File: src/rtl/spi_pkg.sv
// rtl/spi_pkg.sv - shared types and helpers for the SPI master
// Purpose: FSM state encoding and chip-select decode used by spi_master_gen2.
// Contents:
//   spi_state_t    IDLE, LEAD, XFER, TRAIL
//   SPI_MAX_CS     widest chip-select vector the decoder produces
//   spi_cs_decode  one-hot select mask; all zero when sel >= n
package spi_pkg;

  typedef enum logic [1:0] {
    IDLE  = 2'd0,
    LEAD  = 2'd1,
    XFER  = 2'd2,
    TRAIL = 2'd3
  } spi_state_t;

  localparam int SPI_MAX_CS = 8;

  // An out-of-range index yields an empty mask, so no slave is selected.
  function automatic logic [SPI_MAX_CS-1:0] spi_cs_decode(input logic [2:0] sel, input int n);
    logic [SPI_MAX_CS-1:0] mask;
    mask = '0;
    if (int'(sel) < n) mask[sel] = 1'b1;
    return mask;
  endfunction

endpackage

File: src/rtl/spi_sck_gen.sv
// rtl/spi_sck_gen.sv - SCK divider and toggle for the SPI master
// Purpose: divides sys_clk into SCK half-periods and reports each SCK edge.
// Ports:
//   clk        in   system clock
//   rst        in   synchronous active-high reset
//   en         in   divider runs while high, held at zero otherwise
//   run        in   SCK toggles on each divider tick while high
//   load       in   loads the idle level (captured cpol) onto SCK
//   load_level in   idle level to load
//   sck        out  registered serial clock
//   tick       out  last cycle of a CLK_DIV-cycle period
//   lead_edge  out  SCK leaves its idle level on the next edge
//   trail_edge out  SCK returns to its idle level on the next edge
module spi_sck_gen
  import spi_pkg::*;
#(
  parameter int CLK_DIV = 2
) (
  input  logic clk,
  input  logic rst,
  input  logic en,
  input  logic run,
  input  logic load,
  input  logic load_level,
  output logic sck,
  output logic tick,
  output logic lead_edge,
  output logic trail_edge
);

  localparam int DIV_W = (CLK_DIV > 1) ? $clog2(CLK_DIV) : 1;
  localparam logic [DIV_W-1:0] DIV_LAST = DIV_W'(CLK_DIV - 1);

  logic [DIV_W-1:0] div_cnt;
  logic             idle_level;
  logic             toggle;

  assign tick       = en && (div_cnt == DIV_LAST);
  assign toggle     = tick && run;
  // Strobes are combinational so the FSM acts on the same edge SCK moves.
  assign lead_edge  = toggle && (sck == idle_level);
  assign trail_edge = toggle && (sck != idle_level);

  always_ff @(posedge clk) begin
    if (rst) begin
      div_cnt    <= '0;
      sck        <= 1'b0;
      idle_level <= 1'b0;
    end else begin
      if (!en || tick) div_cnt <= '0;
      else             div_cnt <= div_cnt + DIV_W'(1);

      if (load) begin
        sck        <= load_level;
        idle_level <= load_level;
      end else if (toggle) begin
        sck <= ~sck;
      end
    end
  end

endmodule

File: src/rtl/spi_master_gen2.sv
// rtl/spi_master_gen2.sv - parametrised SPI master, one word per start pulse
// Purpose: runtime CPOL/CPHA, divided SCK, one-hot active-low chip selects,
//   start/busy/done handshake. Optional macro SPI_MASTER_LOOPBACK_EN adds a
//   loopback input that feeds the sampler from MOSI instead of MISO.
// Ports:
//   sys_clk   in   sole clock
//   rst       in   synchronous active-high reset
//   start     in   transfer request, accepted in IDLE
//   data_in   in   TX word, captured on accepted start
//   cs_sel    in   slave index, captured on accepted start
//   cpol      in   SCK idle level, captured on accepted start
//   cpha      in   0: sample leading edge, 1: sample trailing edge
//   busy      out  high while a transfer is in flight
//   done      out  one-cycle end-of-transfer pulse
//   data_out  out  RX word, updated with done
//   SCK       out  serial clock
//   MOSI      out  serial data out
//   MISO      in   serial data in
//   loopback  in   (SPI_MASTER_LOOPBACK_EN only) sample MOSI instead of MISO
//   cs_n      out  active-low chip selects
module spi_master_gen2
  import spi_pkg::*;
#(
  parameter int DATA_LENGTH = 8,
  parameter int CLK_DIV     = 2,
  parameter int NUM_CS      = 1,
  parameter int MSB_FIRST   = 0
) (
  input  logic                                          sys_clk,
  input  logic                                          rst,
  input  logic                                          start,
  input  logic [DATA_LENGTH-1:0]                        data_in,
  input  logic [((NUM_CS > 1) ? $clog2(NUM_CS) : 1)-1:0] cs_sel,
  input  logic                                          cpol,
  input  logic                                          cpha,
  output logic                                          busy,
  output logic                                          done,
  output logic [DATA_LENGTH-1:0]                        data_out,
  output logic                                          SCK,
  output logic                                          MOSI,
  input  logic                                          MISO,
`ifdef SPI_MASTER_LOOPBACK_EN
  input  logic                                          loopback,
`endif
  output logic [NUM_CS-1:0]                             cs_n
);

  localparam int CNT_W = $clog2(2 * DATA_LENGTH) + 1;
  localparam logic [CNT_W-1:0] LAST_EDGE = CNT_W'(2 * DATA_LENGTH - 1);

  spi_state_t             state;
  logic [DATA_LENGTH-1:0] tx_sh;
  logic [DATA_LENGTH-1:0] rx_sh;
  logic [CNT_W-1:0]       edge_cnt;
  logic                   cpha_q;
  logic                   tick;
  logic                   lead_edge;
  logic                   trail_edge;
  logic                   sck_edge;
  logic                   sample_edge;
  logic                   drive_edge;
  logic                   rx_bit;
  logic                   accept;
  logic [NUM_CS-1:0]      cs_start_n;

  function automatic logic head(input logic [DATA_LENGTH-1:0] w);
    return (MSB_FIRST != 0) ? w[DATA_LENGTH-1] : w[0];
  endfunction

  function automatic logic [DATA_LENGTH-1:0] advance(input logic [DATA_LENGTH-1:0] w);
    return (MSB_FIRST != 0) ? {w[DATA_LENGTH-2:0], 1'b0} : {1'b0, w[DATA_LENGTH-1:1]};
  endfunction

  // Received bits enter from the end opposite to the one transmitted first,
  // so after DATA_LENGTH samples the word sits in natural bit order.
  function automatic logic [DATA_LENGTH-1:0] shift_in(input logic [DATA_LENGTH-1:0] w,
                                                       input logic b);
    return (MSB_FIRST != 0) ? {w[DATA_LENGTH-2:0], b} : {b, w[DATA_LENGTH-1:1]};
  endfunction

`ifdef SPI_MASTER_LOOPBACK_EN
  assign rx_bit = loopback ? MOSI : MISO;
`else
  assign rx_bit = MISO;
`endif

  assign accept      = (state == IDLE) && start;
  assign sck_edge    = lead_edge | trail_edge;
  assign sample_edge = cpha_q ? trail_edge : lead_edge;
  assign drive_edge  = cpha_q ? lead_edge : trail_edge;
  assign cs_start_n  = NUM_CS'(~spi_cs_decode(3'(cs_sel), NUM_CS));

  spi_sck_gen #(
    .CLK_DIV(CLK_DIV)
  ) u_sck_gen (
    .clk       (sys_clk),
    .rst       (rst),
    .en        (state != IDLE),
    .run       (state == XFER),
    .load      (accept),
    .load_level(cpol),
    .sck       (SCK),
    .tick      (tick),
    .lead_edge (lead_edge),
    .trail_edge(trail_edge)
  );

  always_ff @(posedge sys_clk) begin
    if (rst) begin
      state    <= IDLE;
      busy     <= 1'b0;
      done     <= 1'b0;
      data_out <= '0;
      MOSI     <= 1'b0;
      cs_n     <= '1;
      tx_sh    <= '0;
      rx_sh    <= '0;
      edge_cnt <= '0;
      cpha_q   <= 1'b0;
    end else begin
      done <= 1'b0;
      case (state)
        IDLE: begin
          if (start) begin
            state    <= LEAD;
            busy     <= 1'b1;
            cpha_q   <= cpha;
            // First bit goes out now; with cpha=0 it is already consumed,
            // with cpha=1 the first leading edge drives it again.
            MOSI     <= head(data_in);
            tx_sh    <= cpha ? data_in : advance(data_in);
            rx_sh    <= '0;
            edge_cnt <= '0;
            cs_n     <= cs_start_n;
          end
        end
        LEAD: begin
          if (tick) state <= XFER;
        end
        XFER: begin
          if (drive_edge) begin
            MOSI  <= head(tx_sh);
            tx_sh <= advance(tx_sh);
          end
          if (sample_edge) rx_sh <= shift_in(rx_sh, rx_bit);
          if (sck_edge) begin
            if (edge_cnt == LAST_EDGE) state <= TRAIL;
            edge_cnt <= edge_cnt + CNT_W'(1);
          end
        end
        TRAIL: begin
          if (tick) begin
            state    <= IDLE;
            busy     <= 1'b0;
            done     <= 1'b1;
            data_out <= rx_sh;
            cs_n     <= '1;
          end
        end
        default: state <= IDLE;
      endcase
    end
  end

endmodule

File: config.mk
export PLATFORM = sky130hd
export DESIGN_NAME = spi_master_gen2
export DESIGN_NICKNAME = d
export VERILOG_FILES = /design/src/rtl/spi_pkg.sv /design/src/rtl/spi_sck_gen.sv /design/src/rtl/spi_master_gen2.sv
export SDC_FILE = /design/constraint.sdc
export NUM_CORES = 1
export LEC_CHECK = 0
export CAP_MARGIN = 10
export CORE_ASPECT_RATIO = 1.75
export CORE_MARGIN = 3
export CORE_UTILIZATION = 48
export DETAILED_ROUTE_END_ITERATION = 6
export GPL_TIMING_DRIVEN = 1
export PLACE_DENSITY = 0.75
export RECOVER_POWER = 100
export SYNTH_ARGS = -nofsm -noshare
export SYNTH_HDL_FRONTEND = slang
export SYNTH_SLANG_ARGS = --single-unit
File: constraint.sdc
create_clock -name sys_clk -period 1.85 [get_ports sys_clk]
set_clock_uncertainty 0.15 [all_clocks]
set_input_delay 0.2775 -clock sys_clk [delete_from_list [all_inputs] [get_ports sys_clk]]
set_output_delay 0.2775 -clock sys_clk [all_outputs]
set_load 0.01 [all_outputs]
==> flow_summary.ini, run 1 <==
[finish]
syn2layout_area_growth_pct = 30.31
n_antenna_cell = 0
final_cell_mix = dfxtp_1 (37), clkdlybuf4s50_1 (26), nand2_1 (16)
layout_commonest_cell = dfxtp_1
final_nets = 253
drive_gt1_frac = 0.1897
final_cell_area_mm2 = 0.002410

[timing]
finalSetupViolCount = 1
finalCriticalPeriod_ns = 1.851
fin_crit_sh = 1.001
final_hold_viol_count = 0
fin_ws_ns = -0.0009297
max_freq_ghz = 0.5403
worst_slew_pin_slew_ns = 0.4750
relSlewSlack = 0.6834
drv_slew = 0

[synthesis]
yosysWarnings = 0
yosys.area.top_type = dfxtp_1
syn_nets = 213
avgSynthCellArea_um2 = 9.682
syn_area_mm2 = 0.001849
yosysTopAreaCellShare = 0.4222
postSynthCellCount = 191
seq_area_frac_synth = 0.4222
synthTopCellsByArea = dfxtp_1 (42%), mux2i_1 (8.7%), ha_1 (4.7%), a21oi_1 (4.1%), a22o_1 (3.8%)
synth_cell_types = 33
synth_seq_cells = 39

[place]
io_buffers = 27
place.gp.congestion = 0.7376
dp_hpwl_um = 2688
placed_area_mm2 = 0.002215

[routing]
wl_met1_um = 1548
drt_iter0_markers = 27
top_layer = met4
via_count = 1477
drc = 0
totalWireLength_um = 3732
wl_met2_um = 1991
viasPerCell = 5.313
drt_pass1_iterations = 4
wl_per_cell_um = 13.42
antenna_left = 0
wl_met3_um = 116

[power]
power_leakage_nw = 0.9472
p_total_mw = 3.181
peakVddDrop_uv = 1368
powerDensity_mw_per_mm2 = 1320

[clocking]
cts_max_level = 2
clkSinkCount = 39
cts_tree = done
cts_buffers = 5
cts-root-buf = clkbuf_8
clk_pin_slew_ns = 0.07
clk_path_buf_depth = 2
clk_latency_ns = 0.29
ctsHoldBuffers = 0

[critical_path]
timing.critical_path.arrival_ns = 1.88
worstSetupPathType = flop to flop
cp_data_required_time_ns = 1.88
end_kind = flop
reg2regPathDepth = 8
ff2ff_setup_slack_ns = -0.0009
r2r-end = tx_sh[1]$_SDFFE_PP0P_
r2r-start = state[1]$_SDFFE_PP0P_
startpoint_type = flop
crit_fanout = 5

[floorplanning]
die_area_mm2 = 0.004663
ios = 28
die_w_um = 52.92
start_util = 0.5046
die_height_um = 88.11
core_mm2 = 0.003665
fp-row-count = 29

[worst_hold_path]
hp-start = cpha_q$_SDFFE_PP0P_
worstHoldPathType = flop to flop
hold_end = cpha_q$_SDFFE_PP0P_
hold_depth = 2

[status]
outcome = complete, but fails checks
violations = negative setup slack

[global_route]
antenna_found_initial = 0
grt_usage = 0.1820
globalRoute.totalOverflow = 0
grt_pass1_vias = 1462
grt_max_degree = 23
grt_pass1_wl_um = 6423

[flow_run]
maxCapViolCount = 0
[sequential cells by signal (all words and copies together) (netlist names)]
signal,cells
cpha_q,1
busy,1
u_sck_gen.idle_level,1
tx_sh,8
state,2
done,1
u_sck_gen.sck,1
MOSI,1
u_sck_gen.div_cnt,1
cs_n,1
data_out,8
rx_sh,8
edge_cnt,5
[area by class of cell]
class,count,area (um2)
clock inverter,3,43.79
timing repair buffer,44,451.7
tap,46,57.56
sequential,39,783.3
fill,306,1255
inverter,4,15.01
multi-input combinational,137,989.7
clock buffer,5,68.82
[metrics by stage]
stage / hold WS, ns / setup WS, ns / setup TNS (ns) / cells / utilization
after detailed placement: 0.3050 / -0.03677 / -0.2105 / 268 / 0.6043
after global routing: 0.3292 / -0.05899 / -0.3450 / 278 / 0.6576
after global placement: 0.2985 / 0.01277 / 0 / 268 / 0.6043
final: 0.3142 / -0.0009297 / -0.0009297 / 278 / 0.6576
after CTS: 0.3153 / 0.03214 / 0 / 276 / 0.6367
after floorplan: 0.2406 / 0.03671 / 0 / 191 / -
[layer usage]
metal  vias to the layer above  track usage
met2                        20       0.3167
met1                       693       0.2036
met4                         0      0.08372
li1                        757            -
met5                         -            0
met3                         7      0.04259
[cell families (layout without fill, tap and decap cells)]
logic type               Yosys count  count (layout)  synth area share
AND/OR/NAND/NOR                   65              65            0.1820
AO/OA/AOI/OAI                     47              47            0.1766
flip-flops                        39              39            0.4222
multiplexers                      16              16           0.08660
buffers and inverters             15              56           0.06765
adder cells (fa/ha/maj)            7               7           0.04736
XOR/XNOR                           2               2           0.01759
[Yosys cell counts, drive strengths merged]
| cell type | n |
|---|---|
| a211oi | 1 |
| a21o | 1 |
| a21oi | 18 |
| a22o | 8 |
| a22oi | 1 |
| a2bb2oi | 1 |
| a311oi | 2 |
| a31oi | 2 |
| a32oi | 2 |
| and2 | 1 |
| and3 | 3 |
| buf | 7 |
| clkbuf | 3 |
| dfxtp | 39 |
| dlygate4sd1 | 1 |
| ha | 7 |
| inv | 4 |
| mux2i | 16 |
| nand2 | 16 |
| nand2b | 11 |
| nand3 | 11 |
| nand3b | 2 |
| nor2 | 17 |
| nor2b | 1 |
| nor3 | 3 |
| o21a | 2 |
| o21ai | 9 |
| xnor2 | 1 |
| xnor3 | 1 |
[how the worst max path moves through the flow]
| stage | depth (start not counted) | slack, ns | to | from |
|---|---|---|---|---|
| detailed placement | 6 | -0.04 | tx_sh[2]$_SDFFE_PP0P_ | start |
| CTS | 7 | 0.03 | tx_sh[1]$_SDFFE_PP0P_ | state[1]$_SDFFE_PP0P_ |
| global placement | 8 | 0.01 | rx_sh[5]$_SDFFE_PP0P_ | state[0]$_SDFFE_PP0P_ |
| finish | 8 | -0.0009 | tx_sh[1]$_SDFFE_PP0P_ | state[1]$_SDFFE_PP0P_ |
| floorplan | 8 | 0.04 | tx_sh[1]$_SDFFE_PP0P_ | state[0]$_SDFFE_PP0P_ |
| global route | 8 | -0.06 | tx_sh[1]$_SDFFE_PP0P_ | state[1]$_SDFFE_PP0P_ |
[worst max-delay path, cell delays in order, from the launching register on]
cell and delay, ns:
dfxtp_2 0.36, inv_1 0.09, ha_4 0.19, nand3b_4 0.19
a22oi_2 0.21, buf_6 0.15, buf_12 0.11, mux2i_2 0.21
nor2_1 0.06
[where the power goes]
group	leakage, nW	total, mW	switching (mW)	internal [mW]
clock	0.0581	0.698	0.297	0.401
combinational	0.572	1.44	0.658	0.781
sequential	0.318	1.04	0.0809	0.963
total	0.947	3.18	1.04	2.14
[what timing repair did]
| item | 4_1_cts | 5_1_grt |
|---|---|---|
| gates resized for setup | 2 | 9 |
| setup buffers | 0 | 1 |
| cloned | 0 | 1 |
| setup endpoints to repair | 12 | 24 |
| pin swaps | 0 | 1 |
Power figures use the tool's default switching activity.
==> inputs of run 2 (changes only) <==
--- a/config.mk
+++ b/config.mk
@@ -5,10 +5,10 @@
 export SDC_FILE = /design/constraint.sdc
 export NUM_CORES = 1
 export LEC_CHECK = 0
-export CAP_MARGIN = 10
 export CORE_ASPECT_RATIO = 1.75
 export CORE_MARGIN = 3
 export CORE_UTILIZATION = 48
+export CTS_CLUSTER_DIAMETER = 40
 export DETAILED_ROUTE_END_ITERATION = 6
 export GPL_TIMING_DRIVEN = 1
 export PLACE_DENSITY = 0.75
==> results of run 2 <==
The final DEF is identical to that of run 1; final timing and power are the same.
==> inputs of run 3 (changes only) <==
--- a/config.mk
+++ b/config.mk
@@ -5,6 +5,7 @@
 export SDC_FILE = /design/constraint.sdc
 export NUM_CORES = 1
 export LEC_CHECK = 0
+export CAP_MARGIN = 15
 export CORE_ASPECT_RATIO = 1.75
 export CORE_MARGIN = 3
 export CORE_UTILIZATION = 48
@@ -13,6 +14,7 @@
 export GPL_TIMING_DRIVEN = 1
 export PLACE_DENSITY = 0.75
 export RECOVER_POWER = 100
+export REMOVE_ABC_BUFFERS = 1
 export SYNTH_ARGS = -nofsm -noshare
 export SYNTH_HDL_FRONTEND = slang
 export SYNTH_SLANG_ARGS = --single-unit
==> run 3 against run 2 <==
Die area is the same. Flip-flop and latch count is the same. Power grew 1.4%. Wire length decreased by 0.19%. Clock-buffer cell count grew 1. Sequential share of layout area grew 0.15 points. Critical endpoint is now tx_sh[4]$_SDFFE_PP0P_. Core utilization decreased by 0.31 points. First-iteration DRC count down 7.4%. The run now ends clean. Cell count is 0.36% higher. Cell area is 0.47% lower. Via count rose by 2.1%. Register-to-register slack improved by 0.11 ns. Highest routed layer unchanged.
==> flow_summary.ini, run 3 (synthesis results as in run 1) <==
[routing]
via_count = 1508
drt_iter0_markers = 25
antenna_left = 0
drt_pass1_iterations = 5
drc = 0
totalWireLength_um = 3725
wl_per_cell_um = 13.35
viasPerCell = 5.405

[critical_path]
r2r-start = state[1]$_SDFFE_PP0P_
end_kind = flop
critPathBufInv = 2
slowest_stage = dfxtp_2
crit_fanout = 4
timing.critical_path.arrival_ns = 1.77
startpoint_type = flop
path_cells = inv_2 -> ha_4 -> nand3b_4 -> a22oi_2 -> buf_6 -> mux2i_1 -> nor2_1
critPathLaunch = state[1]$_SDFFE_PP0P_
crit_family = flip-flops
max_stage_delay_ns = 0.38
cp_data_required_time_ns = 1.88
worstSetupPathType = flop to flop

[clocking]
clk_latency_ns = 0.29
cts_buffers = 5
cts_tree = done
cts-root-buf = clkbuf_8
clk_pin_slew_ns = 0.07
cts_max_level = 2
ctsHoldBuffers = 0
clk_path_buf_depth = 2
clkSinkCount = 39

[finish]
final_cell_mix = dfxtp_1 (37), nand2_1 (16), mux2i_1 (16), nor2_1 (15), a21oi_1 (15)
final_cell_area_mm2 = 0.002399
n_antenna_cell = 0
syn2layout_area_growth_pct = 29.70
drive_gt1_frac = 0.1845
reg_top3 = data_out: 8 flops, rx_sh: 8 flops, tx_sh: 8 flops
final_core_util = 0.6545
fill_cells = 326
final_nets = 254
layout_commonest_cell = dfxtp_1

[worst_hold_path]
worstHoldPathType = flop to flop
hp-start = busy$_SDFFE_PP0P_

[timing]
fin_tns_setup_ns = 0
final_hold_viol_count = 0
fin_hold_ws_ns = 0.3122
max_freq_ghz = 0.5755
finalCriticalPeriod_ns = 1.738
finalSetupViolCount = 0
worst_slew_pin_slew_ns = 0.5298
relSlewSlack = 0.6468
fin_crit_sh = 0.9392
drv_slew = 0

[global_route]
grt_pass1_wl_um = 6423
grt_max_degree = 21
grt_pass1_vias = 1498
grt_usage = 0.1849
antenna_found_initial = 0
globalRoute.totalOverflow = 0

[power]
combPwrFrac = 0.416
p_int_mw = 2.205
power.switching_mw = 1.021
power.share.sequential = 0.326
peakVddDrop_uv = 968.6
power_leakage_nw = 0.9821
powerDensity_mw_per_mm2 = 1345
swShare = 0.3165
pwr-share-clk = 0.257

[floorplanning]
die_w_um = 52.92
core_mm2 = 0.003665
start_util = 0.5046
ios = 28
fp-row-count = 29
die_height_um = 88.11
die_area_mm2 = 0.004663

[status]
outcome = finished clean

[flow_run]
maxCapViolCount = 0

[place]
dp_hpwl_um = 2729
place.gp.congestion = 0.7581
io_buffers = 27
placed_area_mm2 = 0.002207
## run 3: what timing repair did
| item | 4_1_cts | 5_1_grt |
|---|---|---|
| pin swaps | 0 | 1 |
| endpoints found under the setup margin | 7 | 28 |
| buffers inserted | 0 | 1 |
| gates resized for setup | 3 | 10 |
## run 3: worst register-to-register path, delay by kind of cell, from the launching register on
kind / cells / cell delay, ns
flip-flops: 1 / 0.38
multiplexers: 1 / 0.20
AND/OR/NAND/NOR: 2 / 0.25
buffers and inverters: 2 / 0.23
AO/OA/AOI/OAI: 1 / 0.27
adder cells (fa/ha/maj): 1 / 0.17
## run 3: worst paths after layout
kind / cells after the start / slack [ns] / end
worst max register to register: 7 / 0.11 / tx_sh[4]$_SDFFE_PP0P_
worst min register to register: 1 / 0.31 / busy$_SDFFE_PP0P_
worst max-delay path: 7 / 0.11 / tx_sh[4]$_SDFFE_PP0P_
worst min-delay path: 1 / 0.31 / busy$_SDFFE_PP0P_
## run 3: layout make-up
class | count | area, um2 | share of cell area
tap | 46 | 57.56 | 0.02400
sequential | 39 | 783.3 | 0.3266
multi-input combinational | 137 | 985.9 | 0.4111
inverter | 4 | 17.52 | 0.007303
timing repair buffer | 45 | 421.7 | 0.1758
clock buffer | 6 | 72.57 | 0.03026
clock inverter | 2 | 60.06 | 0.02504
## run 3: per-layer routing
layer / track usage / part of all wire / vias to the layer above
met4: 0.08837 / 0.032 / 0
met3: 0.04770 / 0.044 / 9
li1: - / - / 757
met2: 0.3484 / 0.57 / 40
met5: 0 / 0 / -
met1: 0.1774 / 0.35 / 702
## run 3: through the flow
stage | instances | worst slack (ns) | total power [mW]
2_1_floorplan | 180 | -0.6005 | 1.790
3_3_place_gp | 270 | 0.05899 | 2.248
3_5_place_dp | 270 | 0.01231 | 2.279
4_1_cts | 278 | 0.01340 | 3.149
5_1_grt | 279 | -0.01591 | 3.423
6_report | 279 | 0.1125 | 3.227
## run 3: power groups by stage
stage / clock [mW] / combinational, mW / sequential [mW]
after floorplan: 0 / 0.739 / 1.05
after global placement: 0 / 1.20 / 1.04
after detailed placement: 0 / 1.23 / 1.05
after CTS: 0.854 / 1.26 / 1.04
after global routing: 0.877 / 1.48 / 1.06
final: 0.831 / 1.34 / 1.05
